## src/rtl/ram_arbiter_if.sv

```systemverilog
// Bus between two RAM requesters, the arbiter and the banked RAM.
// The arbiter takes the slave modport; the requester/RAM side takes the master modport.
interface ram_arbiter_if #(
  parameter int unsigned DATA_W = 8
);
  logic              req_a;
  logic              req_b;
  logic              we_a;
  logic              we_b;
  logic [9:0]        addr_a;
  logic [9:0]        addr_b;
  logic [DATA_W-1:0] din_a;
  logic [DATA_W-1:0] din_b;
  logic              gnt_a;
  logic              gnt_b;
  logic              done_a;
  logic              done_b;
  logic [DATA_W-1:0] dout;
  logic [7:0]        bank_en;
  logic [6:0]        row_addr;
  logic              ram_we;
  logic [DATA_W-1:0] ram_din;
  logic [DATA_W-1:0] ram_dout;

  modport slave (
    input  req_a, req_b, we_a, we_b, addr_a, addr_b, din_a, din_b, ram_dout,
    output gnt_a, gnt_b, done_a, done_b, dout, bank_en, row_addr, ram_we, ram_din
  );

  modport master (
    output req_a, req_b, we_a, we_b, addr_a, addr_b, din_a, din_b, ram_dout,
    input  gnt_a, gnt_b, done_a, done_b, dout, bank_en, row_addr, ram_we, ram_din
  );
endinterface

```

## src/rtl/ram_arbiter.sv

```systemverilog
// Two-requester arbiter for an 8-bank RAM: grant, one-cycle strobe, then done.
// Round-robin between A and B when both request; every output is registered.
module ram_arbiter #(
  parameter int unsigned DATA_W = 8
) (
  input logic          clk,
  input logic          rst,
  ram_arbiter_if.slave bus
);

  typedef enum logic [1:0] {StIdle, StAccess, StDone} state_e;

  state_e            state_q;
  logic              pri_q;
  logic              owner_q;
  logic              we_q;
  logic [9:0]        addr_q;
  logic [DATA_W-1:0] din_q;
  logic [DATA_W-1:0] dout_q;
  logic              gnt_a_q;
  logic              gnt_b_q;
  logic              done_a_q;
  logic              done_b_q;
  logic              ram_we_q;
  logic [7:0]        bank_en_q;
  logic              win_b;

  // B wins when it asks alone, or when both ask and B holds priority.
  assign win_b = bus.req_b & (~bus.req_a | pri_q);

  always_ff @(posedge clk or posedge rst) begin
    if (rst) begin
      state_q   <= StIdle;
      pri_q     <= 1'b0;
      owner_q   <= 1'b0;
      we_q      <= 1'b0;
      addr_q    <= '0;
      din_q     <= '0;
      dout_q    <= '0;
      gnt_a_q   <= 1'b0;
      gnt_b_q   <= 1'b0;
      done_a_q  <= 1'b0;
      done_b_q  <= 1'b0;
      ram_we_q  <= 1'b0;
      bank_en_q <= '0;
    end else begin
      gnt_a_q  <= 1'b0;
      gnt_b_q  <= 1'b0;
      done_a_q <= 1'b0;
      done_b_q <= 1'b0;
      unique case (state_q)
        StIdle: begin
          if (bus.req_a || bus.req_b) begin
            owner_q <= win_b;
            we_q    <= win_b ? bus.we_b   : bus.we_a;
            addr_q  <= win_b ? bus.addr_b : bus.addr_a;
            din_q   <= win_b ? bus.din_b  : bus.din_a;
            gnt_a_q <= ~win_b;
            gnt_b_q <= win_b;
            state_q <= StAccess;
          end
        end
        StAccess: begin
          bank_en_q <= 8'h01 << addr_q[9:7];
          ram_we_q  <= we_q;
          state_q   <= StDone;
        end
        StDone: begin
          // Read data arrives while the strobe is presented and is captured here.
          if (!we_q) begin
            dout_q <= bus.ram_dout;
          end
          bank_en_q <= '0;
          ram_we_q  <= 1'b0;
          done_a_q  <= ~owner_q;
          done_b_q  <= owner_q;
          pri_q     <= ~owner_q;
          state_q   <= StIdle;
        end
        default: state_q <= StIdle;
      endcase
    end
  end

  assign bus.gnt_a    = gnt_a_q;
  assign bus.gnt_b    = gnt_b_q;
  assign bus.done_a   = done_a_q;
  assign bus.done_b   = done_b_q;
  assign bus.dout     = dout_q;
  assign bus.bank_en  = bank_en_q;
  assign bus.row_addr = addr_q[6:0];
  assign bus.ram_we   = ram_we_q;
  assign bus.ram_din  = din_q;

endmodule

```

## src/flat_wrapper.sv

```systemverilog
// flat-port wrapper written by rule: the top's interface ports become plain ports
module ram_arbiter_flat 
#(
  parameter int unsigned DATA_W = 8
)
  (clk, rst, bus_req_a, bus_req_b, bus_we_a, bus_we_b, bus_addr_a, bus_addr_b, bus_din_a, bus_din_b, bus_ram_dout, bus_gnt_a, bus_gnt_b, bus_done_a, bus_done_b, bus_dout, bus_bank_en, bus_row_addr, bus_ram_we, bus_ram_din);
  ram_arbiter_if #(.DATA_W(DATA_W)) bus_i ();
  input logic clk;
  input logic rst;
  input wire logic [$bits(bus_i.req_a)-1:0] bus_req_a;
  input wire logic [$bits(bus_i.req_b)-1:0] bus_req_b;
  input wire logic [$bits(bus_i.we_a)-1:0] bus_we_a;
  input wire logic [$bits(bus_i.we_b)-1:0] bus_we_b;
  input wire logic [$bits(bus_i.addr_a)-1:0] bus_addr_a;
  input wire logic [$bits(bus_i.addr_b)-1:0] bus_addr_b;
  input wire logic [$bits(bus_i.din_a)-1:0] bus_din_a;
  input wire logic [$bits(bus_i.din_b)-1:0] bus_din_b;
  input wire logic [$bits(bus_i.ram_dout)-1:0] bus_ram_dout;
  output wire logic [$bits(bus_i.gnt_a)-1:0] bus_gnt_a;
  output wire logic [$bits(bus_i.gnt_b)-1:0] bus_gnt_b;
  output wire logic [$bits(bus_i.done_a)-1:0] bus_done_a;
  output wire logic [$bits(bus_i.done_b)-1:0] bus_done_b;
  output wire logic [$bits(bus_i.dout)-1:0] bus_dout;
  output wire logic [$bits(bus_i.bank_en)-1:0] bus_bank_en;
  output wire logic [$bits(bus_i.row_addr)-1:0] bus_row_addr;
  output wire logic [$bits(bus_i.ram_we)-1:0] bus_ram_we;
  output wire logic [$bits(bus_i.ram_din)-1:0] bus_ram_din;
  assign bus_i.req_a = bus_req_a;
  assign bus_i.req_b = bus_req_b;
  assign bus_i.we_a = bus_we_a;
  assign bus_i.we_b = bus_we_b;
  assign bus_i.addr_a = bus_addr_a;
  assign bus_i.addr_b = bus_addr_b;
  assign bus_i.din_a = bus_din_a;
  assign bus_i.din_b = bus_din_b;
  assign bus_i.ram_dout = bus_ram_dout;
  assign bus_gnt_a = bus_i.gnt_a;
  assign bus_gnt_b = bus_i.gnt_b;
  assign bus_done_a = bus_i.done_a;
  assign bus_done_b = bus_i.done_b;
  assign bus_dout = bus_i.dout;
  assign bus_bank_en = bus_i.bank_en;
  assign bus_row_addr = bus_i.row_addr;
  assign bus_ram_we = bus_i.ram_we;
  assign bus_ram_din = bus_i.ram_din;
  ram_arbiter #(.DATA_W(DATA_W)) u_core (.clk(clk), .rst(rst), .bus(bus_i));
endmodule
```

## config.mk

```make
export PLATFORM = sky130hd
export DESIGN_NAME = ram_arbiter_flat
export DESIGN_NICKNAME = d
export VERILOG_FILES = /design/src/rtl/ram_arbiter_if.sv /design/src/rtl/ram_arbiter.sv /design/src/flat_wrapper.sv
export SDC_FILE = /design/constraint.sdc
export NUM_CORES = 1
export LEC_CHECK = 0
export ABC_AREA = 1
export BUFFER_PORTS_ARGS = -buffer_cell sky130_fd_sc_hd__buf_2
export CAP_MARGIN = 20
export CORE_ASPECT_RATIO = 0.75
export CORE_UTILIZATION = 44
export DETAILED_ROUTE_END_ITERATION = 10
export PLACE_DENSITY = 0.74
export SYNTH_ARGS = -nofsm -noshare
export SYNTH_HDL_FRONTEND = slang
export SYNTH_SLANG_ARGS = --single-unit
```

## constraint.sdc

```tcl
create_clock -name clk -period 2.6 [get_ports clk]
set_clock_uncertainty 0.05 [all_clocks]
set_input_delay 0.52 -clock clk [delete_from_list [all_inputs] [get_ports clk]]
set_output_delay 0.52 -clock clk [all_outputs]
set_load 0.02 [all_outputs]
```

* Word level (Yosys, flattened, before mapping)
Cells that the tools add are included.
** Word-level totals
- Input bits :: 50
- Bits in registers :: 44
- Logic and storage cells :: 41
** Operators by class
- Shift operators :: 1
- Reductions and logical operators :: 5
- Bitwise logic cells :: 6
- Mux-type cells :: 13
- Equality and inequality tests :: 3
** Operators by type and width (number)
- 8-bit one-hot mux with 2 select lines :: 1
- 10-bit 2-to-1 mux :: 1
- 8-bit 2-to-1 mux :: 1
- 1-bit by 3-bit << shifter with 8-bit output, first input constant :: 1
- 1-bit 2-to-1 mux :: 7
- 1-bit NOT :: 4
- 2-bit one-hot mux with 2 select lines :: 1
- 2-bit AND reduction :: 2
- 2-bit by 1-bit equality test with 1-bit output, second input constant :: 1
- 2-bit equality test, second input constant :: 1
- 2-bit logical NOT :: 1
- 2-bit 2-to-1 mux :: 1
- 2-bit by 1-bit != test with 1-bit output, second input constant :: 1
- 1-bit one-hot mux with 2 select lines :: 1
- 2-bit nonzero test :: 1
- 1-bit bitwise AND :: 1
- 1-bit logical OR :: 1
- 1-bit OR :: 1

* Logic depth before layout (Yosys ltp)
- Depth in word-level cells :: 6
- Gate-level depth with buffers :: 8
- Depth with buffers taken out :: 7

* Worst setup path after synthesis
Ideal clock, no wire load.
- Path type :: flip-flop to flip-flop
- Start :: register u_core.state_q[0]
- End :: register u_core.din_q[3] (netlist: u_core.bus.ram_din[3])
- Cell stages (with the launch flop) :: 9
- Data arrival time :: 1.115 ns
- Path buffers :: 1
- Path slack :: 1.318 ns
- Clock period less this slack :: 1.282 ns
- Data required time :: 2.433 ns
- Cells stage by stage :: dfrtp_1 -> inv_1 -> ha_1 -> inv_1 -> nor2_2 -> inv_2 -> buf_2 -> nand2_1 -> nand2_1
** Between the ends
- Word-level cells in the longest chain between the ends :: 2
** Ends and longest elaborated chain
- start, declared :: line ram_arbiter.sv:13 : state_e state_q;
- start signal, assigned :: line ram_arbiter.sv:33 : state_q <= StIdle;
- start signal, assigned :: line ram_arbiter.sv:60 : state_q <= StAccess;
- start signal, assigned :: line ram_arbiter.sv:66 : state_q <= StDone;
- 2-bit logical NOT :: line ram_arbiter.sv:51 : unique case (state_q)
- 2-bit AND reduction (no source line)
- end signal, assigned :: line ram_arbiter.sv:57 : din_q <= win_b ? bus.din_b : bus.din_a;
- end, declared :: line ram_arbiter.sv:18 : logic [DATA_W-1:0] din_q;
Every way passes these cells.
A chain may end at the register's enable or synchronous reset.

* Final worst setup path
- Start :: register u_core.state_q[0]
- End :: register u_core.owner_q
** Between the ends
- Word-level cells in the longest chain between the ends :: 2
** Ends and longest elaborated chain
- 2-bit logical NOT :: line ram_arbiter.sv:51
- 2-bit AND reduction (no source line)
- end signal, assigned :: line ram_arbiter.sv:54 : owner_q <= win_b;
- end, declared :: line ram_arbiter.sv:15 : logic owner_q;
Every way passes these cells.

==> impl_metrics.toml <==
[outcome]
run_status = "complete, no violations"

[timing]
setup_slack_ps = 978
relSlewSlack = 0.417
final_min_period_over_clock_period = 0.624
worst_margin_pin_slew_ps = 873
fin_setup_tns_ps = 0
max_freq_mhz = 617
hold_viol = 0
rsz0062_at_grt = "false"
setup_viol = 0
final.min_clock_period_ps = 1620
final_max_slew_viols = 0

[finish]
layout.cells.most_common_list = "nand2_1 (95), buf_2 (85), inv_1 (48)"
final-seq-area_sq_um = 1100
design.final.nets = 405
flow.area_growth_from_synthesis_pct = 22.2
num_antenna_cells = 0
multi_input_area_sq_um = 717
fin_cells = 410
utilization = 0.576
fillers = 459
final_common_cell = "nand2_1"
stdcell_area_sq_um = 2630
drive_gt1_frac = 0.283

[worst_setup_path]
critPathMostFrequentCell = "inv_1"
worst_setup_path_end_kind = "flip-flop"
cp_slowest_stage_delay_ps = 380
timing_worst_setup_path_type = "reg2reg"
worst_ep_required_time_ps = 2700
worst-r2r-setup-slack_ps = 980
cp_slowest_cell = "dfrtp_1"
worstPathCellList = "inv_1, ha_1, inv_1, nor2_2, inv_2, nand2_1, o21ai_1"
regToRegEndpoint = "u_core.owner_q"
crit_family = "buffers and inverters"
timing.rr.start = "u_core.state_q[0]"
worstSetupStartpointType = "flip-flop"
critical_path_buf_inv_count = 3
critPathMaxFanout = 20
critPathArrivalTime_ps = 1720
timing.reg2reg.worst_path_depth = 7

[routing]
postRouteAntennaNets = 0
detail_route.wirelength_um = 4320
initialDrtViolationCount = 74
via_per_inst = 4.53
drcViolationCount = 0
dr_total_vias = 1856
drt-wirelength-per-cell_um = 10.5
drt_pass_1_iters = 4

[clock_tree]
postCtsSetupRepairBufs = 0
cts_tree = "done"
numClockSinks = 44
cts_hold_buf = 0
cts.path.max_buffers = 2
numCtsBuffers = 5
clock_network_latency_to_the_later_pin_of_the_worst_skew_pair_ps = 290
cts_max_level = 2
clk_pin_slew_ps = 80
cts_resized = 0
clockRootBuffer = "clkbuf_8"

[floorplan]
effective_utilization_at_floorplan = 0.471
top_level_ports = 86
die-height_um = 62.6
floorplan.die_area_sq_um = 5180
placement_rows = 21
dieWidth_um = 82.8
design.core.area_sq_um = 4570

[logic_synthesis]
netlist_area_sq_um = 2150
yosys-top-cells-area = "dfrtp_1 (51%), nand2_1 (17%), nand3_1 (11%), inv_1 (8.5%), buf_4 (4.5%)"
syn_area_per_cell_sq_um = 7.81
synth_cell_types = 15
ys_seq_area_frac = 0.511
postSynthCellCount = 276
mappedNetlistNets = 329
synth-warning-count = 0
synth_largest_type_area_fraction = 0.511
synth_area_leader_cell = "dfrtp_1"
ys_ff_latch = 44

[placed_design]
post-place-ws_ps = 774
place.detailed.hpwl_um = 3130
gpl.final_weighted_congestion = 0.771
postPlaceCellArea_sq_um = 2520
number_of_instances_in_the_placed_design = 402
port_buffers = 85

[hold_path]
timing.hold.worst.class = "in2async"

[global_routing]
gr_util_all_layers = 0.181
grt_first_pass_wirelength_um = 7410
first_global_vias = 1694
antenna_found_initial = 0
aggregate_global_routing_overflow = 0
pin_count_of_the_biggest_net_entering_global_routing = 45

[power_and_ir_drop]
p_leak_nw = 1.64
vdd_ir_drop_max_mv = 0.583
p_per_area_nw_per_um2 = 1160

[run]
cap_viol_max_count = 0
synth_stat cells:
cell / count
o21ai_1: 1
buf_6: 3
a22o_1: 1
nor2_1: 3
dfrtp_1: 44
o21ai_0: 9
nor2_2: 2
buf_4: 13
ha_1: 3
nand2_1: 95
a21oi_1: 2
inv_2: 3
nand3_1: 46
buf_2: 2
inv_1: 49
registers in the layout, indices dropped and copies added, names as in the netlist:
register            cells
u_core.bus.ram_din      8
u_core.bus.dout         8
u_core.we_q             1
u_core.bus.done_a       1
u_core.owner_q          1
u_core.bus.gnt_a        1
u_core.bus.done_b       1
u_core.addr_q          10
u_core.state_q          2
u_core.pri_q            1
u_core.bus.ram_we       1
u_core.bus.bank_en      8
u_core.bus.gnt_b        1
per-layer routing:
metal,share of wire,wire length [um],vias to the layer above,global-route usage
li1,-,-,978,-
met1,0.49,2130,812,0.229
met2,0.42,1820,58,0.289
met3,0.069,297,8,0.0555
met4,0.015,66,0,0.0776
met5,0,0,-,0
per-stage QoR:
step / hold slack (ps) / total power [mW]
6_report: 349 / 3.05
5_1_grt: 395 / 3.30
4_1_cts: 391 / 3.09
3_5_place_dp: 403 / 2.57
3_3_place_gp: 399 / 2.54
2_1_floorplan: 373 / 2.23
worst reg2reg max path, stage by stage (launching register included):
cell     delay (ps)
dfrtp_1         380
inv_1           100
ha_1            190
inv_1            90
nor2_2          270
inv_2           230
nand2_1         110
o21ai_1          60
area by class of cell:
type / count / area share
sequential: 44 / 0.418
multi-input combinational: 162 / 0.272
timing repair buffer: 87 / 0.167
inverter: 52 / 0.0741
clock buffer: 6 / 0.0276
tap: 57 / 0.0271
clock inverter: 2 / 0.0133
how the worst max path moves through the flow:
stage / slack [ps] / endpoint / from / cells past startpoint
floorplan: 1000 / u_core.addr_q[0] / rst / 1
global placement: 800 / u_core.we_q / bus_req_b / 5
detailed placement: 770 / u_core.bus.ram_din[1] / bus_req_b / 5
CTS: 950 / u_core.owner_q / u_core.state_q[0] / 7
global route: 800 / u_core.owner_q / u_core.state_q[0] / 7
finish: 980 / u_core.owner_q / u_core.state_q[0] / 7
cells by family after synthesis:
group	after synthesis	synth area share
flip-flops	44	0.511
AND/OR/NAND/NOR	146	0.283
buffers and inverters	70	0.156
adder cells (fa/ha/maj)	3	0.0174
AO/OA/AOI/OAI	13	0.0319
power breakdown:
group	switching [mW]	total [mW]	internal [mW]
logic	0.929	1.38	0.451
registers	0.173	1.17	0.994
clock network	0.218	0.503	0.285
Note: power is estimated with default switching activity, not from simulation.
